$ cat src/rtl/cache_ctrl_pkg.sv
// Shared types and mux encodings for the N-way cache controller.
package cache_ctrl_pkg;

  typedef enum logic [2:0] {
    ST_IDLE,
    ST_WRITEBACK,
    ST_ALLOCATE,
    ST_FL_SCAN,
    ST_FL_WB,
    ST_FL_DONE
  } state_e;

  localparam logic [1:0] WSEL_NONE = 2'b00;
  localparam logic [1:0] WSEL_PMEM = 2'b01;
  localparam logic [1:0] WSEL_CPU  = 2'b10;

  localparam logic [1:0] ASEL_CPU    = 2'b00;
  localparam logic [1:0] ASEL_VICTIM = 2'b01;
  localparam logic [1:0] ASEL_FLUSH  = 2'b10;

endpackage

$ cat src/rtl/nway_victim_sel.sv
// Hit-way decode (lowest matching way) and victim choice (lowest invalid way, else LRU).
module nway_victim_sel
  import cache_ctrl_pkg::*;
#(
  parameter  int unsigned NUM_WAYS = 4,
  localparam int unsigned WAY_W    = $clog2(NUM_WAYS)
) (
  input  logic [NUM_WAYS-1:0] hit_vec,
  input  logic [NUM_WAYS-1:0] valid_vec,
  input  logic [WAY_W-1:0]    lru_victim,
  output logic                hit_c,
  output logic [WAY_W-1:0]    hit_way_c,
  output logic [WAY_W-1:0]    victim_c
);

  // Descending scan so the lowest-numbered qualifying way wins.
  always_comb begin
    hit_c     = |hit_vec;
    hit_way_c = '0;
    victim_c  = lru_victim;
    for (int i = NUM_WAYS - 1; i >= 0; i--) begin
      if (hit_vec[i])    hit_way_c = WAY_W'(i);
      if (!valid_vec[i]) victim_c  = WAY_W'(i);
    end
  end

endmodule

$ cat src/rtl/nway_cache_control.sv
// N-way set-associative L1 cache controller: hit/miss handling, writeback/allocate,
// and a flush walk that writes back every dirty line.
module nway_cache_control
  import cache_ctrl_pkg::*;
#(
  parameter  int unsigned NUM_WAYS = 4,
  parameter  int unsigned NUM_SETS = 8,
  localparam int unsigned WAY_W    = $clog2(NUM_WAYS),
  localparam int unsigned SET_W    = $clog2(NUM_SETS)
) (
  input  logic                clk,
  input  logic                rst,
  input  logic                mem_read,
  input  logic                mem_write,
  output logic                mem_resp,
  input  logic [NUM_WAYS-1:0] hit_vec,
  input  logic [NUM_WAYS-1:0] valid_vec,
  input  logic [NUM_WAYS-1:0] dirty_vec,
  input  logic [WAY_W-1:0]    lru_victim,
  input  logic                pmem_resp,
  output logic                pmem_read,
  output logic                pmem_write,
  output logic [WAY_W-1:0]    way_sel,
  output logic [1:0]          write_sel,
  output logic [1:0]          addr_sel,
  output logic [NUM_WAYS-1:0] load_tag,
  output logic [NUM_WAYS-1:0] load_valid,
  output logic                set_valid,
  output logic [NUM_WAYS-1:0] load_dirty,
  output logic                set_dirty,
  output logic                load_lru,
  output logic [WAY_W-1:0]    lru_mru_way,
  input  logic                flush_req,
  output logic [SET_W-1:0]    flush_set,
  output logic                busy_flush,
  output logic                flush_done
);

  state_e             state, state_d;
  logic [WAY_W-1:0]   way_reg, way_d;
  logic [SET_W-1:0]   fl_set, fl_set_d, adv_set;
  logic [WAY_W-1:0]   fl_way, fl_way_d, adv_way;
  logic               last_way, last_set;
  logic               hit_c;
  logic [WAY_W-1:0]   hit_way_c, victim_c;

  nway_victim_sel #(.NUM_WAYS(NUM_WAYS)) u_victim_sel (
    .hit_vec    (hit_vec),
    .valid_vec  (valid_vec),
    .lru_victim (lru_victim),
    .hit_c      (hit_c),
    .hit_way_c  (hit_way_c),
    .victim_c   (victim_c)
  );

  // Flush walk is way-major within a set; wraps to 0/0 after the last line.
  assign last_way  = (fl_way == WAY_W'(NUM_WAYS - 1));
  assign last_set  = (fl_set == SET_W'(NUM_SETS - 1));
  assign adv_way   = last_way ? '0 : fl_way + WAY_W'(1);
  assign adv_set   = last_way ? (last_set ? '0 : fl_set + SET_W'(1)) : fl_set;
  assign flush_set = fl_set;

  always_comb begin
    state_d     = state;
    way_d       = way_reg;
    fl_set_d    = fl_set;
    fl_way_d    = fl_way;
    mem_resp    = 1'b0;
    pmem_read   = 1'b0;
    pmem_write  = 1'b0;
    way_sel     = '0;
    write_sel   = WSEL_NONE;
    addr_sel    = ASEL_CPU;
    load_tag    = '0;
    load_valid  = '0;
    set_valid   = 1'b0;
    load_dirty  = '0;
    set_dirty   = 1'b0;
    load_lru    = 1'b0;
    lru_mru_way = '0;
    busy_flush  = 1'b0;
    flush_done  = 1'b0;
    // Outputs are held quiet while reset is asserted, even with a request present.
    if (rst) begin
      case (state)
        ST_IDLE: begin
          if (mem_read || mem_write) begin
            if (hit_c) begin
              mem_resp    = 1'b1;
              way_sel     = hit_way_c;
              load_lru    = 1'b1;
              lru_mru_way = hit_way_c;
              if (mem_write) begin
                load_dirty[hit_way_c] = 1'b1;
                set_dirty             = 1'b1;
                write_sel             = WSEL_CPU;
              end
            end else begin
              way_d   = victim_c;
              state_d = dirty_vec[victim_c] ? ST_WRITEBACK : ST_ALLOCATE;
            end
          end else if (flush_req) begin
            fl_set_d = '0;
            fl_way_d = '0;
            state_d  = ST_FL_SCAN;
          end
        end
        ST_WRITEBACK: begin
          pmem_write = 1'b1;
          addr_sel   = ASEL_VICTIM;
          way_sel    = way_reg;
          if (pmem_resp) begin
            load_dirty[way_reg] = 1'b1;
            state_d             = ST_ALLOCATE;
          end
        end
        ST_ALLOCATE: begin
          pmem_read = 1'b1;
          way_sel   = way_reg;
          if (pmem_resp) begin
            write_sel           = WSEL_PMEM;
            load_tag[way_reg]   = 1'b1;
            load_valid[way_reg] = 1'b1;
            set_valid           = 1'b1;
            load_dirty[way_reg] = 1'b1;
            state_d             = ST_IDLE;
          end
        end
        ST_FL_SCAN: begin
          busy_flush = 1'b1;
          way_sel    = fl_way;
          if (valid_vec[fl_way] && dirty_vec[fl_way]) begin
            state_d = ST_FL_WB;
          end else begin
            fl_way_d = adv_way;
            fl_set_d = adv_set;
            state_d  = (last_way && last_set) ? ST_FL_DONE : ST_FL_SCAN;
          end
        end
        ST_FL_WB: begin
          busy_flush = 1'b1;
          pmem_write = 1'b1;
          addr_sel   = ASEL_FLUSH;
          way_sel    = fl_way;
          if (pmem_resp) begin
            load_dirty[fl_way] = 1'b1;
            fl_way_d           = adv_way;
            fl_set_d           = adv_set;
            state_d            = (last_way && last_set) ? ST_FL_DONE : ST_FL_SCAN;
          end
        end
        ST_FL_DONE: begin
          busy_flush = 1'b1;
          flush_done = 1'b1;
          state_d    = ST_IDLE;
        end
        default: state_d = ST_IDLE;
      endcase
    end
  end

  always_ff @(posedge clk or negedge rst) begin
    if (!rst) begin
      state   <= ST_IDLE;
      way_reg <= '0;
      fl_set  <= '0;
      fl_way  <= '0;
    end else begin
      state   <= state_d;
      way_reg <= way_d;
      fl_set  <= fl_set_d;
      fl_way  <= fl_way_d;
    end
  end

endmodule

$ cat config.mk
export PLATFORM = sky130hd
export DESIGN_NAME = nway_cache_control
export DESIGN_NICKNAME = d
export VERILOG_FILES = /design/src/rtl/cache_ctrl_pkg.sv /design/src/rtl/nway_victim_sel.sv /design/src/rtl/nway_cache_control.sv
export SDC_FILE = /design/constraint.sdc
export NUM_CORES = 1
export LEC_CHECK = 0
export ABC_AREA = 0
export CAP_MARGIN = 25
export CORE_UTILIZATION = 40
export CTS_CLUSTER_SIZE = 10
export DETAILED_ROUTE_END_ITERATION = 7
export GPL_TIMING_DRIVEN = 0
export PLACE_DENSITY = 0.72
export SLEW_MARGIN = 10
export SYNTH_ARGS = -nofsm -noshare
export SYNTH_HDL_FRONTEND = slang
export SYNTH_SLANG_ARGS = --single-unit
$ cat constraint.sdc
create_clock -name clk -period 2.2 [get_ports clk]
set_input_delay 0.33 -clock clk [delete_from_list [all_inputs] [get_ports clk]]
set_output_delay 0.33 -clock clk [all_outputs]
set_load 0.01 [all_outputs]
* After elaboration in Yosys (flattened, before gate mapping)
Index checks and enable logic that the tools add are counted.
** Cells by class
- Reduce and logical (&&, ||, !) cells :: 16
- Eq/ne operators :: 15
- Divide/modulo/power cells :: 0
- Magnitude comparators :: 7
- Shift operators :: 0
- Add/subtract/negate cells :: 2
- Multiply operators :: 0
- Bitwise gates (word level) :: 1
- Mux-type cells :: 86
** Operator list (count)
- $mux W2 :: 24
- $mux W3 :: 14
- $mux W4 :: 8
- $mux W1 :: 27
- $pmux W3 S5 :: 1
- $lt A2 B3 Y1 const B :: 4
- $ne A2 B2 Y1 const B :: 6
- $pmux W2 S3 :: 2
- $pmux W4 S3 :: 1
- $reduce_and A6 Y1 :: 2
- $eq A3 B3 Y1 const B :: 3
- $pmux W3 S3 :: 1
- $pmux W2 S2 :: 2
- $bmux W1 S2 :: 3
- $demux W1 S2 :: 3
- $eq A3 B2 Y1 const B :: 2
- $ge A2 B1 Y1 const B :: 3
- $ne A3 B3 Y1 const B :: 2
- $reduce_or A2 Y1 :: 3
- $logic_and A1 B1 Y1 :: 5
- $reduce_and A4 Y1 :: 1
- $reduce_or A4 Y1 :: 1
- $add A3 B1 Y3 const B :: 1
- $eq A3 B1 Y1 const B :: 1
- 7 further kinds :: 7
** Word-level totals
- Logic and storage cells :: 131
- Output and inout bits :: 31
- Register bits :: 10
- Memories kept :: 0
- Bits in read-only memories :: 0
- Latch bits :: 0
- Bits in writable memories :: 0
- Input bits :: 20

* Longest topological paths before layout
Gate-level depths: netlist of the first run.
- Depth in word-level cells :: 13
- Gate-level depth with buffers :: 8
- Mapped depth without buffers :: 7

* By module
Synthesis of the first run repeated with hierarchy kept, for this count alone.
** Second synthesis, totals
- Cell total of the unflattened synthesis :: 156
- Area, all modules :: 1201.2 um^2
** Modules (own cells, without submodules)
- nway_cache_control :: instances 1, cells an instance 143, seq. area each 250.2 um^2, area each 1136.1 um^2
- nway_victim_sel :: instances 1, cells an instance 13, seq. area each 0.0 um^2, area each 65.1 um^2

* Worst setup path after synthesis of the first run
Ideal clock, no wire load.
- Kind :: reg-to-output
- Start point :: register state[2]
- End point :: output load_valid[3]
- Path buffers :: 2
- Arrival :: 1.619 ns
- Setup slack :: 0.251 ns
- Cell stages (with the launch flop) :: 9
- Required time :: 1.870 ns
- Cell sequence :: dfrtp_1 buf_6 nand2b_1 nor2_1 nand2_1 inv_1 nand2_1 nor2_1 buf_4
** On the way
- Word-level cells in the longest chain between the ends :: 3
** RTL lines
- from (decl) :: line nway_cache_control.sv:39 : state_e state, state_d;
- from (signal assigned) :: line nway_cache_control.sv:169 : state <= state_d;
- $eq A3 B2 Y1
- $mux W4 (2 in a row)
- to (decl) :: line nway_cache_control.sv:27 : output logic [NUM_WAYS-1:0] load_valid,
Every way passes these cells.

* Worst setup path in the final report of the first run
- Start point :: register state[2]
- End point :: output way_sel[1]
** On the way
- Word-level cells in the longest chain between the ends :: 4
- Elaborated cells on any way between the ends :: 9
- Those cells by class :: eq/ne (4); mux (2); reduce/logical (3)
** RTL lines
- $eq A3 B3 Y1, or another cell as far along :: line nway_cache_control.sv:85 : case (state)
- $reduce_or A2 Y1 (no line)
- $pmux W2 S3 * :: line nway_cache_control.sv:85
- $mux W2 * :: line nway_cache_control.sv:84 : if (rst) begin
- to (decl) :: line nway_cache_control.sv:23 : output logic [WAY_W-1:0] way_sel,
Every way passes the cells marked *; elsewhere a longest branch is shown, timed or not.

==> impl_metrics.yaml, run 1 <==
outcome:
  status: "complete, no violations"
synth:
  ys_seq_elements: 10
  synth_cell_types: 58
  seq_area_frac_synth: 0.183
  synth.avg_cell_area_um2: 7.66
  synth_edf_count: 0
  yosys_warnings: 0
  ys.flop_type: "dfrtp_1"
  synthArstFlopShare: 1.00
  syn_nets: 204
  synth_cells: 178
  syn_area_um2: 1360
cells_and_area:
  drive_above_1_share: 0.278
  fin_util: 0.655
  mostFrequentLayoutCell: "nand2_1"
  final_cell_mix: "nand2_1, clkdlybuf4s50_1, dlygate4sd2_1, nor2_1, buf_4"
  area_growth_pct: 51.4
  n_antenna_cell: 0
  fin_area_um2: 2060
  nets: 264
worst_setup_path:
  cp_slowest_cell: "dfrtp_1"
  worstPathRequired_ps: 1870
  worstPathCellList: "buf_6, clkbuf_8, o311ai_1, nand2_1, o32ai_2, clkdlybuf4s15_2"
  path_buf_inv: 3
  rrSetupSlack_ps: 380
  critPathKind: "reg2out"
  reg2reg_depth: 6
  timing.rr.end: "fl_way[0]$_DFFE_PN0P_"
  startpoint_type: "flip-flop"
  cpLargestDelayFamily: "buffers and inverters"
  reg2reg_from: "state[2]$_DFFE_PN0P_"
  end_kind: "output port"
  cpPeakStageDelay_ps: 370
  critPathArrivalTime_ps: 1850
  crit_fanout: 10
floorplanning:
  io_pins: 51
  die_h_um: 60.4
  initial_core_util: 0.433
  core_um2: 3150
  die_area_um2: 3650
  rows: 20
  die_x_um: 60.4
cts:
  cts_sinks: 10
  cts.htree.levels: 1
  cts_tree: "yes"
  ctsRootBufferMaster: "clkbuf_4"
  cts_buffer_depth: 2
  cts.reportedPaths.clkPinSlew_ps: 70
  cts_buffers: 3
  clock_latency_ps: 270
power_and_ir_drop:
  power_density_nw_per_um2: 854
  p_leak_nw: 0.997
  clock_power_share: 0.094
  p_sw_uw: 834
  switching_share: 0.473
  ir_drop_mv: 0.595
  p_comb_frac: 0.721
  internal_power_uw: 928
  p_seq_frac: 0.184
drt:
  drc: 0
  via_per_inst: 5.72
  ant_nets: 0
  num_vias: 1608
  finalWirelength_mm: 4.32
  wire_per_inst_um: 15.4
  dr.pass1.iters: 4
  drt_iter0_drc: 83
sta:
  rsz0062_at_grt: "yes"
  fmax_mhz: 460
  finalCriticalPeriod_ps: 2180
  fin_skew_ps: 1.37
  final-hold-violation-count: 0
  slew_headroom: 0.663
  worstMarginPinSlew_ps: 502
  period_share: 0.989
  layout_setup_ws_ps: 24.2
  slew_violations: 0
  finalSetupViolCount: 0
global_routing:
  grt_pass1_vias: 1519
  overflow: 0
  antenna_found_initial: 0
  grt_pass1_wl_mm: 6.72
  globalRouteTotalUtil: 0.244
  grt_start_max_net_pins: 17
flow_run:
  maxCapViolCount: 0
hold_path:
  min_from: "flush_set[2]$_DFFE_PN0P_"
  min-delay-path-class: "reg2reg"
  hold_path_end: "flush_set[2]$_DFFE_PN0P_"
  min_path_cells: 1
place:
  place_ws_ps: -1120
  dpl_cell_area_um2: 1910
  routabilityCongestion: 0.946
  port_buffers: 49
  hpwl_mm: 3.26
cell type report:
cell class / count / area (um^2)
plain buffers: 13 / 97.6
repair buffers: 56 / 504
multi-input cells: 145 / 1080
clock buffers: 4 / 36.3
fillers: 317 / 1090
flip-flops and latches: 10 / 253
well taps: 44 / 55.1
inverters: 9 / 33.8
how the worst max path moves through the flow:
stage / cells past startpoint / from / slack [ps] / endpoint
global placement: 9 / rst / -1040 / load_valid[1]
finish: 6 / state[2]$_DFFE_PN0P_ / 20 / way_sel[1]
floorplan: 8 / state[2]$_DFFE_PN0P_ / 250 / load_valid[3]
global route: 8 / state[1]$_DFFE_PN0P_ / 2 / load_tag[3]
CTS: 4 / state[2]$_DFFE_PN0P_ / -3 / pmem_write
detailed placement: 9 / rst / -1120 / load_valid[1]
what timing repair did:
| action | in CTS | in global routing |
|---|---|---|
| setup buffers | 5 | 0 |
| hold buffers | 0 | 2 |
| gates resized for setup | 78 | 14 |
| pin swaps | 7 | 3 |
| endpoints found under the setup margin | 30 | 13 |
| endpoints found under the hold margin | 0 | 6 |
cells by family (layout without fill, tap and decap cells):
family | count (synthesis) | in the layout | share of synthesized area
DFF | 10 | 10 | 0.183
AOI/OAI and AO/OA | 47 | 47 | 0.256
muxes | 9 | 9 | 0.0716
adders and majority gates | 6 | 6 | 0.0550
and+or+nand+nor | 83 | 83 | 0.350
buffers and inverters | 23 | 82 | 0.0844
per-layer routing:
metal | routed length, um | track usage | share of wire
met2 | 2240 | 0.473 | 0.52
met5 | 0 | 0 | 0
met3 | 293 | 0.0128 | 0.068
met4 | 84 | 0.0731 | 0.019
met1 | 1710 | 0.284 | 0.39
stage by stage:
step,total power [mW],hold slack (ps),instances,TNS (ps)
final,1.76,549,281,0
after global routing,1.89,557,281,0
after CTS,1.73,86.3,279,-3.35
after detailed placement,1.45,527,271,-21220
after global placement,1.43,523,271,-19690
after floorplan,1.06,34.4,178,0
cell usage after synthesis, types with 3 or more instances:
master     n  area [um^2]
a22oi_1    3         22.5
nand3_1    3         15.0
nor3b_1    5         37.5
inv_1      9         33.8
dfrtp_1   10          250
mux2i_1    6         60.1
a21oi_1    7         35.0
nor3_1     5         25.0
nand2_1   20         75.1
a22o_1     3         26.3
buf_4      5         37.5
nor2_1    21         78.8
clkbuf_1   5         18.8
ha_1       6         75.1
nand3b_1   3         22.5
o21ai_0   10         50.1
nand4_1    3         18.8
nand2b_1   5         31.3
power groups by stage:
| stage | Combinational (mW) | Clock (mW) | Sequential, mW |
|---|---|---|---|
| floorplan | 0.762 | 0 | 0.294 |
| finish | 1.27 | 0.167 | 0.324 |
| global route | 1.38 | 0.179 | 0.333 |
| CTS | 1.24 | 0.170 | 0.320 |
| detailed placement | 1.13 | 0 | 0.314 |
| global placement | 1.12 | 0 | 0.312 |
No activity file was read; power rests on OpenSTA's default activity.
==> run 2, diff against run 1 <==
ABC_CLOCK_PERIOD_IN_PS = 2200   (was unset)
==> results of run 2 <==
Same layout as run 1: the final DEF is identical, and so are final timing and power.
==> run 3, diff against run 2 <==
CTS_CLUSTER_SIZE = unset   (was 10)
==> results of run 3 <==
Same layout as run 1: the final DEF is identical, and so are final timing and power.
